File: config.mk
export PLATFORM = sky130hd
export DESIGN_NAME = seq_mul
export DESIGN_NICKNAME = d
export VERILOG_FILES = /design/src/rtl/seq_mul.sv
export SDC_FILE = /design/constraint.sdc
export NUM_CORES = 1
export LEC_CHECK = 0
export CORE_UTILIZATION = 54
export CTS_CLUSTER_DIAMETER = 100
export DETAILED_ROUTE_END_ITERATION = 8
export PLACE_DENSITY = 0.76
export SYNTH_ARGS = -nofsm -noshare
export SYNTH_HDL_FRONTEND = slang
export SYNTH_SLANG_ARGS = --single-unit
export TNS_END_PERCENT = 100
File: constraint.sdc
create_clock -name i_clk -period 9 [get_ports i_clk]
set_clock_uncertainty 0.1 [all_clocks]
set_input_delay 2.7 -clock i_clk [delete_from_list [all_inputs] [get_ports i_clk]]
set_output_delay 2.7 -clock i_clk [all_outputs]
set_load 0.05 [all_outputs]
File: src/rtl/seq_mul.sv
// Sequential shift-add multiplier: one WIDTH x WIDTH product (signed or unsigned
// per transaction) every WIDTH+2 cycles, with valid/ready handshakes on both sides.
module seq_mul #(
    parameter int unsigned WIDTH = 8
) (
    input  logic                 i_clk,
    input  logic                 i_rst_n,
    input  logic                 i_in_valid,
    output logic                 o_in_ready,
    input  logic [WIDTH-1:0]     i_a,
    input  logic [WIDTH-1:0]     i_b,
    input  logic                 i_signed,
    output logic                 o_out_valid,
    input  logic                 i_out_ready,
    output logic [2*WIDTH-1:0]   o_p
);

    localparam int unsigned CNT_W = $clog2(WIDTH) + 1;
    localparam int unsigned PW    = 2 * WIDTH;

    typedef enum logic [1:0] {
        S_IDLE = 2'd0,
        S_CALC = 2'd1,
        S_DONE = 2'd2
    } state_t;

    state_t             r_state;
    state_t             w_state_nxt;
    logic [WIDTH-1:0]   r_mag_a;
    logic [WIDTH-1:0]   r_mag_b;
    logic               r_neg;
    logic [PW-1:0]      r_acc;
    logic [CNT_W-1:0]   r_cnt;
    logic [PW-1:0]      r_p;
    logic               r_out_valid;

    logic               w_accept;
    logic               w_last;
    logic               w_bit;
    logic [WIDTH-1:0]   w_mag_a;
    logic [WIDTH-1:0]   w_mag_b;
    logic [PW-1:0]      w_partial;
    logic [PW-1:0]      w_sum;
    logic [PW-1:0]      w_prod;

    assign o_in_ready  = i_rst_n && (r_state == S_IDLE);
    assign o_out_valid = r_out_valid;
    assign o_p         = r_p;

    assign w_accept = i_in_valid && o_in_ready;
    assign w_last   = (r_cnt == CNT_W'(WIDTH - 1));

    // Operands are reduced to magnitudes; the sign is reapplied once at the end.
    assign w_mag_a = (i_signed && i_a[WIDTH-1]) ? WIDTH'(-i_a) : i_a;
    assign w_mag_b = (i_signed && i_b[WIDTH-1]) ? WIDTH'(-i_b) : i_b;

    assign w_bit     = |(r_mag_b & (WIDTH'(1) << r_cnt));
    assign w_partial = w_bit ? (PW'(r_mag_a) << r_cnt) : '0;
    assign w_sum     = r_acc + w_partial;
    assign w_prod    = r_neg ? PW'(-w_sum) : w_sum;

    always_comb begin
        w_state_nxt = r_state;
        case (r_state)
            S_IDLE:  if (w_accept)    w_state_nxt = S_CALC;
            S_CALC:  if (w_last)      w_state_nxt = S_DONE;
            S_DONE:  if (i_out_ready) w_state_nxt = S_IDLE;
            default:                  w_state_nxt = S_IDLE;
        endcase
    end

    always_ff @(posedge i_clk) begin
        if (!i_rst_n) begin
            r_state     <= S_IDLE;
            r_mag_a     <= '0;
            r_mag_b     <= '0;
            r_neg       <= 1'b0;
            r_acc       <= '0;
            r_cnt       <= '0;
            r_p         <= '0;
            r_out_valid <= 1'b0;
        end else begin
            r_state <= w_state_nxt;
            case (r_state)
                S_IDLE: begin
                    if (w_accept) begin
                        r_mag_a <= w_mag_a;
                        r_mag_b <= w_mag_b;
                        r_neg   <= i_signed & (i_a[WIDTH-1] ^ i_b[WIDTH-1]);
                        r_acc   <= '0;
                        r_cnt   <= '0;
                    end
                end
                S_CALC: begin
                    r_acc <= w_sum;
                    r_cnt <= r_cnt + CNT_W'(1);
                    if (w_last) begin
                        r_p         <= w_prod;
                        r_out_valid <= 1'b1;
                    end
                end
                S_DONE: begin
                    if (i_out_ready) r_out_valid <= 1'b0;
                end
                default: r_out_valid <= 1'b0;
            endcase
        end
    end

endmodule

Word-level counts from Yosys, hierarchy flattened

Cells that the tools add are included.

Register bits after elaboration: 56
Input bits: 21

Add/subtract/negate cells: 5
Equality and inequality tests: 6
Shift operators: 2
Multiplexer cells: 15
Bitwise operators: 4
Reductions and logical operators: 12

Operators with widths:

| kind                  | number |
|---|---|
| $mux W16              | 3 |
| $pmux W16 S2          | 1 |
| $add A16 B16 Y16      | 1 |
| $mux W8               | 2 |
| $neg A16 Y16          | 1 |
| $neg A8 Y8            | 2 |
| $shl A8 B4 Y16        | 1 |
| $and A8 B8 Y8         | 1 |
| $pmux W4 S2           | 1 |
| $reduce_or A8 Y1      | 1 |
| $shl A1 B4 Y8 const A | 1 |
| $mux W2               | 3 |
| $ne A2 B2 Y1 const B  | 3 |
| $pmux W2 S3           | 1 |
| $reduce_and A2 Y1     | 3 |
| $reduce_and A3 Y1     | 2 |
| $add A4 B1 Y4 const B | 1 |
| $eq A4 B3 Y1 const B  | 1 |
| $logic_and A1 B1 Y1   | 4 |
| $mux W4               | 1 |
| $pmux W1 S3           | 1 |
| $eq A2 B1 Y1 const B  | 1 |
| $eq A2 B2 Y1 const B  | 1 |
| $logic_not A2 Y1      | 1 |
| other kinds (5)       | 6 |

Longest topological paths before layout

Gate-level depths: netlist (run 1).

Word-level depth: 7
Gate-level depth with buffers: 22

Least setup slack after synthesis (run 1)

No wires, ideal clock.

Path kind: in2out
Start point: input port i_rst_n
End point: output port o_in_ready
Arrival time: 3453 ps
Path slack: 2747 ps
Stages on the path: 2
Path buffers: 0
Path through: nand2b_1 nor2_1

Longest elaborated chain between the ends: 1

RTL lines:

| element             | line | text |
|---|---|---|
| start: declaration  | 7    | `input logic i_rst_n,` |
| $logic_and A1 B1 Y1 | 46   | `assign o_in_ready = i_rst_n && (r_state == S_IDLE);` |
| end: declaration    | 9    | `output logic o_in_ready,` |

Every way passes these cells.

Worst setup path in the final report (run 1)

Same ends and word-level chain as after synthesis.

==> impl_metrics.json, run 1 <==
{
  "finalNetCount": 549,
  "grt_start_max_net_pins": 57,
  "fillCellCount": 634,
  "power_density_nw_per_um2": 116,
  "setup_viol": 0,
  "p_leak_nw": 1.85,
  "fmax_mhz": 140,
  "seq_area_frac_synth_pct": 29.5,
  "fin_util_pct": 63.3,
  "dpl.hpwl_um": 6320,
  "clock_path_buffers": 2,
  "end_kind": "output port",
  "drt_first_pass_iters": 5,
  "setup-tns-final_ns": 0,
  "drt_iter0_drc": 259,
  "die_area_um2": 7370,
  "timing.slew.headroom_pct": 46.0,
  "crit_required_ns": 6.20,
  "synth_fp_nets": 529,
  "ys_warn_count": 0,
  "clkSinkCount": 56,
  "first_global_vias": 3282,
  "hold_viol": 0,
  "clkLatencyLatePin_ns": 0.32,
  "drt-total-wl_um": 8610,
  "syn_inst": 483,
  "core_area_um2": 6790,
  "synthTopCellsByArea": "dfxtp_1 (30%), ha_1 (7.9%), nand3_1 (5.3%), nand2_1 (5.2%), nor2_1 (4.8%)",
  "wire_per_inst_um": 14.3,
  "grt_usage_pct": 24.3,
  "place_congestion": 0.862,
  "synth_edf_count": 0,
  "yosysUniqueCellTypes": 55,
  "worst_pin_slew_ns": 0.807,
  "initial_utilization_pct": 55.9,
  "final_layout_size_suffix_gt1_share_pct": 4.76,
  "hold_path.class": "reg -> reg",
  "root_buffer": "clkbuf_8",
  "cts_made_buffers": 5,
  "cts_tree": "done",
  "rows": 30,
  "htreeDepth": 2,
  "antenna_left": 0,
  "vias_per_cell": 5.83,
  "drc": 0,
  "fin_crit_ns": 7.15,
  "slew_viol_final": 0,
  "synth-seq-cells": 56,
  "synthArstFlopShare_pct": 0,
  "cts_setup_buffers": 0,
  "clkTransAtPathRegs_ns": 0.10,
  "die_w_um": 85.8,
  "startpoint_type": "input pin",
  "io_pins": 39,
  "syn_avg_cell_area_um2": 7.86,
  "synth.most_common_cell": "dfxtp_1",
  "yosysTopAreaCellShare_pct": 29.5,
  "cap_violations": 0,
  "rsz0062_at_grt": "no",
  "hold_buffers": 0,
  "n_antenna_cell": 0,
  "grt_pass1_wl_um": 14500,
  "grt_overflow": 0,
  "syn-cell-area_um2": 3790,
  "ir_worst_vdd_v": 0.0000826,
  "min_period_over_period_pct": 79.5,
  "port_buffers": 38,
  "antenna_found_initial": 0,
  "syn_to_final_growth_pct": 13.3,
  "crit_path_max_fanout": 3,
  "arrival_ns": 4.35,
  "status": "completed",
  "synth_top_cells_by_count": "dfxtp_1 (56), nand2_1 (53), nor2_1 (49)",
  "cts_resized": 0,
  "yosys.area.top_type": "dfxtp_1",
  "yosys_most_used_dff": "dfxtp_1",
  "vias": 3496,
  "die_h_um": 85.8,
  "path_class": "in -> out"
}
## worst max-delay path, cell delays in order
cell and delay (ns):
clkdlybuf4s50_1 0.53, nand2b_1 0.09, nor2_1 0.18, clkdlybuf4s50_1 0.84
## power by group
group / internal, W / switching (W)
combinational: 0.0000402 / 0.0000550
sequential: 0.000255 / 0.00000895
clock: 0.0000546 / 0.0000855
total: 0.000350 / 0.000149
## state kept, by name, summed over array words and instances, names as in the netlist
register,cells
r_mag_a,8
r_mag_b,8
r_state,2
o_p,16
o_out_valid,1
r_cnt,4
r_neg,1
r_acc,16
## cells by family (layout without fill, tap and decap cells)
group,Yosys count,after routing,synth area share (%)
AOI/OAI and AO/OA,130,130,24.2
adders and majority gates,25,25,8.44
DFF,56,56,29.5
buffers and inverters,42,63,4.19
xor gates and xnor gates,35,35,8.08
muxes,9,9,2.51
and+or+nand+nor,186,186,23.0
## area by class of cell
cell class                      instances  area (um2)  area share [%]
Clock buffer                            5        68.8            1.60
Clock inverter                          3        18.8           0.437
Inverter                               14        52.6            1.22
Multi-Input combinational cell        385        2510            58.5
Sequential cell                        56        1120            26.1
Tap cell                               96         120            2.79
Timing Repair Buffer                   41         403            9.37
## path summary, 6_finish.rpt
kind         startpoint          to  slack (ns)  cells after the start
max             i_rst_n  o_in_ready        1.85                      4
max reg2reg    r_cnt[0]     o_p[12]        3.25                     19
min reg2reg     o_p[12]     o_p[12]        0.37                      2
min             o_p[12]     o_p[12]        0.37                      2
## metal layers
| layer | global-route usage [%] | wire length, um | vias up |
|---|---|---|---|
| li1 | - | - | 1770 |
| met1 | 29.4 | 3850 | 1648 |
| met2 | 44.6 | 4400 | 69 |
| met3 | 3.27 | 270 | 9 |
| met4 | 7.58 | 84 | 0 |
| met5 | 0 | 0 | - |
## layout by cell type, fill, tap and decap left out, types with 2 or more instances in the layout
cell type and instances:
o221ai_1 2, clkdlybuf4s50_1 38, nand3_1 40, a222oi_1 3
o21a_1 3, xnor2_1 16, a211oi_1 7, ha_1 24
and2_1 5, a21o_1 6, a22oi_1 7, or4_1 3
clkinv_2 2, xor2_1 19, o211ai_1 4, nor2b_1 10
o21ai_0 35, a41o_1 2, inv_1 13, o31ai_1 5
nor4_1 2, dfxtp_1 56, o211a_1 10, nand4_1 3
clkbuf_8 5, buf_4 3, nand2b_1 5, nand2_1 53
nor3_1 6, a21boi_0 13, a21oi_1 17, nor2_1 49
a31oi_1 5, mux2_2 4, and3_1 3, mux2i_1 5
## stage by stage
stage / instance area (um2) / hold slack, ns / total power (W) / std cells / setup slack [ns]
floorplan: 3790 / 0.334 / 0.000335 / 483 / 2.75
global placement: 4210 / 0.344 / 0.000361 / 592 / 1.85
detailed placement: 4210 / 0.359 / 0.000364 / 592 / 1.86
CTS: 4300 / 0.374 / 0.000502 / 600 / 1.85
global route: 4300 / 0.387 / 0.000523 / 600 / 1.78
finish: 4300 / 0.369 / 0.000499 / 600 / 1.85
Note: power is estimated with default switching activity, not from simulation.
==> run 2: changes to the inputs <==
--- a/config.mk
+++ b/config.mk
@@ -5,10 +5,10 @@
 export SDC_FILE = /design/constraint.sdc
 export NUM_CORES = 1
 export LEC_CHECK = 0
-export CORE_UTILIZATION = 54
+export CORE_UTILIZATION = 52
 export CTS_CLUSTER_DIAMETER = 100
 export DETAILED_ROUTE_END_ITERATION = 8
-export PLACE_DENSITY = 0.76
+export PLACE_DENSITY = 0.77
 export SYNTH_ARGS = -nofsm -noshare
 export SYNTH_HDL_FRONTEND = slang
 export SYNTH_SLANG_ARGS = --single-unit
==> constraint.sdc (replaced) <==
create_clock -name i_clk -period 6.1 [get_ports i_clk]
set_clock_uncertainty 0.1 [all_clocks]
set_input_delay 1.83 -clock i_clk [delete_from_list [all_inputs] [get_ports i_clk]]
set_output_delay 1.83 -clock i_clk [all_outputs]
set_load 0.05 [all_outputs]
==> run 2 against run 1 <==
Compared with the run above:
- critical path depth rose by 15
- non-clock buffer count rose by 2
- setup slack got worse by 0.91 ns
- power rose by 50%
- wire length rose by 6.7%
- final cell count rose by 0.33%
- critical endpoint is now o_p[10]
- largest cell class unchanged
==> impl_metrics.json, run 2 (synthesis results as in run 1) <==
{
  "status": "completed",
  "cts_resized": 0,
  "path_cells": "inv_1 > ha_1 > a222oi_1 > nand2_1 > a222oi_1 > or2_2 > inv_1 > nand2_1 > nor4b_1 > ha_1 > fa_1 > a211oi_1 > nor2_1 > xor2_1 > or4_1 > or4_1 > and2_2 > xnor2_1 > a21oi_1",
  "critical_path.max_stage_delay_ns": 0.58,
  "htreeDepth": 2,
  "clkLatencyLatePin_ns": 0.32,
  "min-delay-start": "o_p[2]",
  "setup-tns-final_ns": 0,
  "io_pins": 39,
  "rows": 30,
  "first_global_vias": 3387,
  "drc": 0,
  "drt_first_pass_iters": 4,
  "rr_worst_depth": 19,
  "final_cell_mix": "dfxtp_1 (56), nand2_1 (53), nor2_1 (49)",
  "fin_util_pct": 62.7,
  "die_h_um": 87.4,
  "fin_area_um2": 4330,
  "place_congestion": 0.910,
  "clkSinkCount": 56,
  "layout_commonest_cell": "dfxtp_1",
  "initial_utilization_pct": 54.9,
  "startpoint_type": "flip-flop",
  "vias_per_cell": 5.84,
  "slew_viol_final": 0,
  "cts_tree": "done",
  "syn_to_final_growth_pct": 14.1,
  "finalNetCount": 551,
  "fmax_mhz": 194,
  "cts_setup_buffers": 0,
  "r2r-end": "o_p[10]",
  "place_area_um2": 4240,
  "end_kind": "flip-flop",
  "port_buffers": 38,
  "worst-r2r-setup-slack_ns": 0.94,
  "die_area_um2": 7640,
  "hold_viol": 0,
  "arrival_ns": 5.23,
  "ir_worst_vdd_v": 0.000133,
  "power_density_nw_per_um2": 173,
  "crit_required_ns": 6.17,
  "grt_usage_pct": 25.4,
  "hold_path_end": "o_p[2]",
  "timing.slew.headroom_pct": 39.4,
  "drt-total-wl_um": 9180,
  "clock_path_buffers": 2,
  "fin_crit_ns": 5.16,
  "slowest_stage": "or4_1",
  "final_layout_size_suffix_gt1_share_pct": 5.53,
  "n_antenna_cell": 0,
  "path_class": "reg -> reg",
  "grt_start_max_net_pins": 57,
  "grt_overflow": 0,
  "drt_iter0_drc": 186,
  "min_delay_path_depth": 2,
  "r2r-start": "r_cnt[0]",
  "wire_per_inst_um": 15.3,
  "hold_buffers": 0,
  "core_area_um2": 6910,
  "die_w_um": 87.4,
  "rsz0062_at_grt": "no",
  "crit_path_max_fanout": 8,
  "hold_path.class": "reg -> reg",
  "cts_made_buffers": 5,
  "root_buffer": "clkbuf_8",
  "antenna_found_initial": 0,
  "min_period_over_period_pct": 84.5,
  "grt_pass1_wl_um": 15400,
  "worst_pin_slew_ns": 0.904,
  "clkTransAtPathRegs_ns": 0.11,
  "setup_viol": 0,
  "dpl.hpwl_um": 6890,
  "p_leak_nw": 1.86,
  "startpoint": "r_cnt[0]",
  "cap_violations": 0,
  "vias": 3513,
  "antenna_left": 0
}
==> run 2: how the worst max path moves through the flow <==
stage | slack, ns | endpoint
after floorplan | 0.66 | o_p[12]
after global placement | 1.19 | o_p[12]
after detailed placement | 1.00 | o_p[12]
after CTS | 0.98 | o_p[10]
after global routing | 0.58 | o_p[10]
final | 0.94 | o_p[10]
==> run 2: metal layers <==
layer | part of all wire, % | routed length (um) | global-route usage (%) | vias up
li1 | - | - | - | 1772
met1 | 45 | 4110 | 31.6 | 1652
met2 | 50 | 4570 | 44.7 | 74
met3 | 3.6 | 331 | 3.22 | 15
met4 | 1.9 | 170 | 9.69 | 0
met5 | 0 | 0 | 0 | -
==> run 2: final cells by class <==
type | instances | area [um2]
Tap cell | 96 | 120
Clock buffer | 5 | 68.8
Inverter | 14 | 52.6
Sequential cell | 56 | 1120
Multi-Input combinational cell | 385 | 2520
Clock inverter | 3 | 22.5
Fill cell | 631 | 2580
Timing Repair Buffer | 43 | 428
==> run 2: where the power goes <==
group	leakage, nW	total, W	switching, W	internal [W]
Clock	0.0485	0.000214	0.000131	0.0000828
Sequential	0.454	0.000386	0.00000975	0.000376
Combinational	1.36	0.000149	0.0000872	0.0000621
==> run 2: worst max-delay path: cells and delay by family (launching register included) <==
family                   cells  cell delay (ns)
AND/OR/NAND/NOR              8             2.02
AO/OA/AOI/OAI                4             1.09
adder cells (fa/ha/maj)      3             0.91
flip-flops                   1             0.35
XOR/XNOR                     2             0.35
buffers and inverters        2             0.20
==> run 2: metrics by stage <==
step                instances  total power (W)  hold slack (ns)  setup slack, ns
global route              602         0.000785            0.397            0.583
global placement          594         0.000538            0.348             1.19
detailed placement        594         0.000542            0.361             1.00
CTS                       602         0.000750            0.377            0.977
floorplan                 483         0.000495            0.334            0.663
finish                    602         0.000750            0.372            0.943
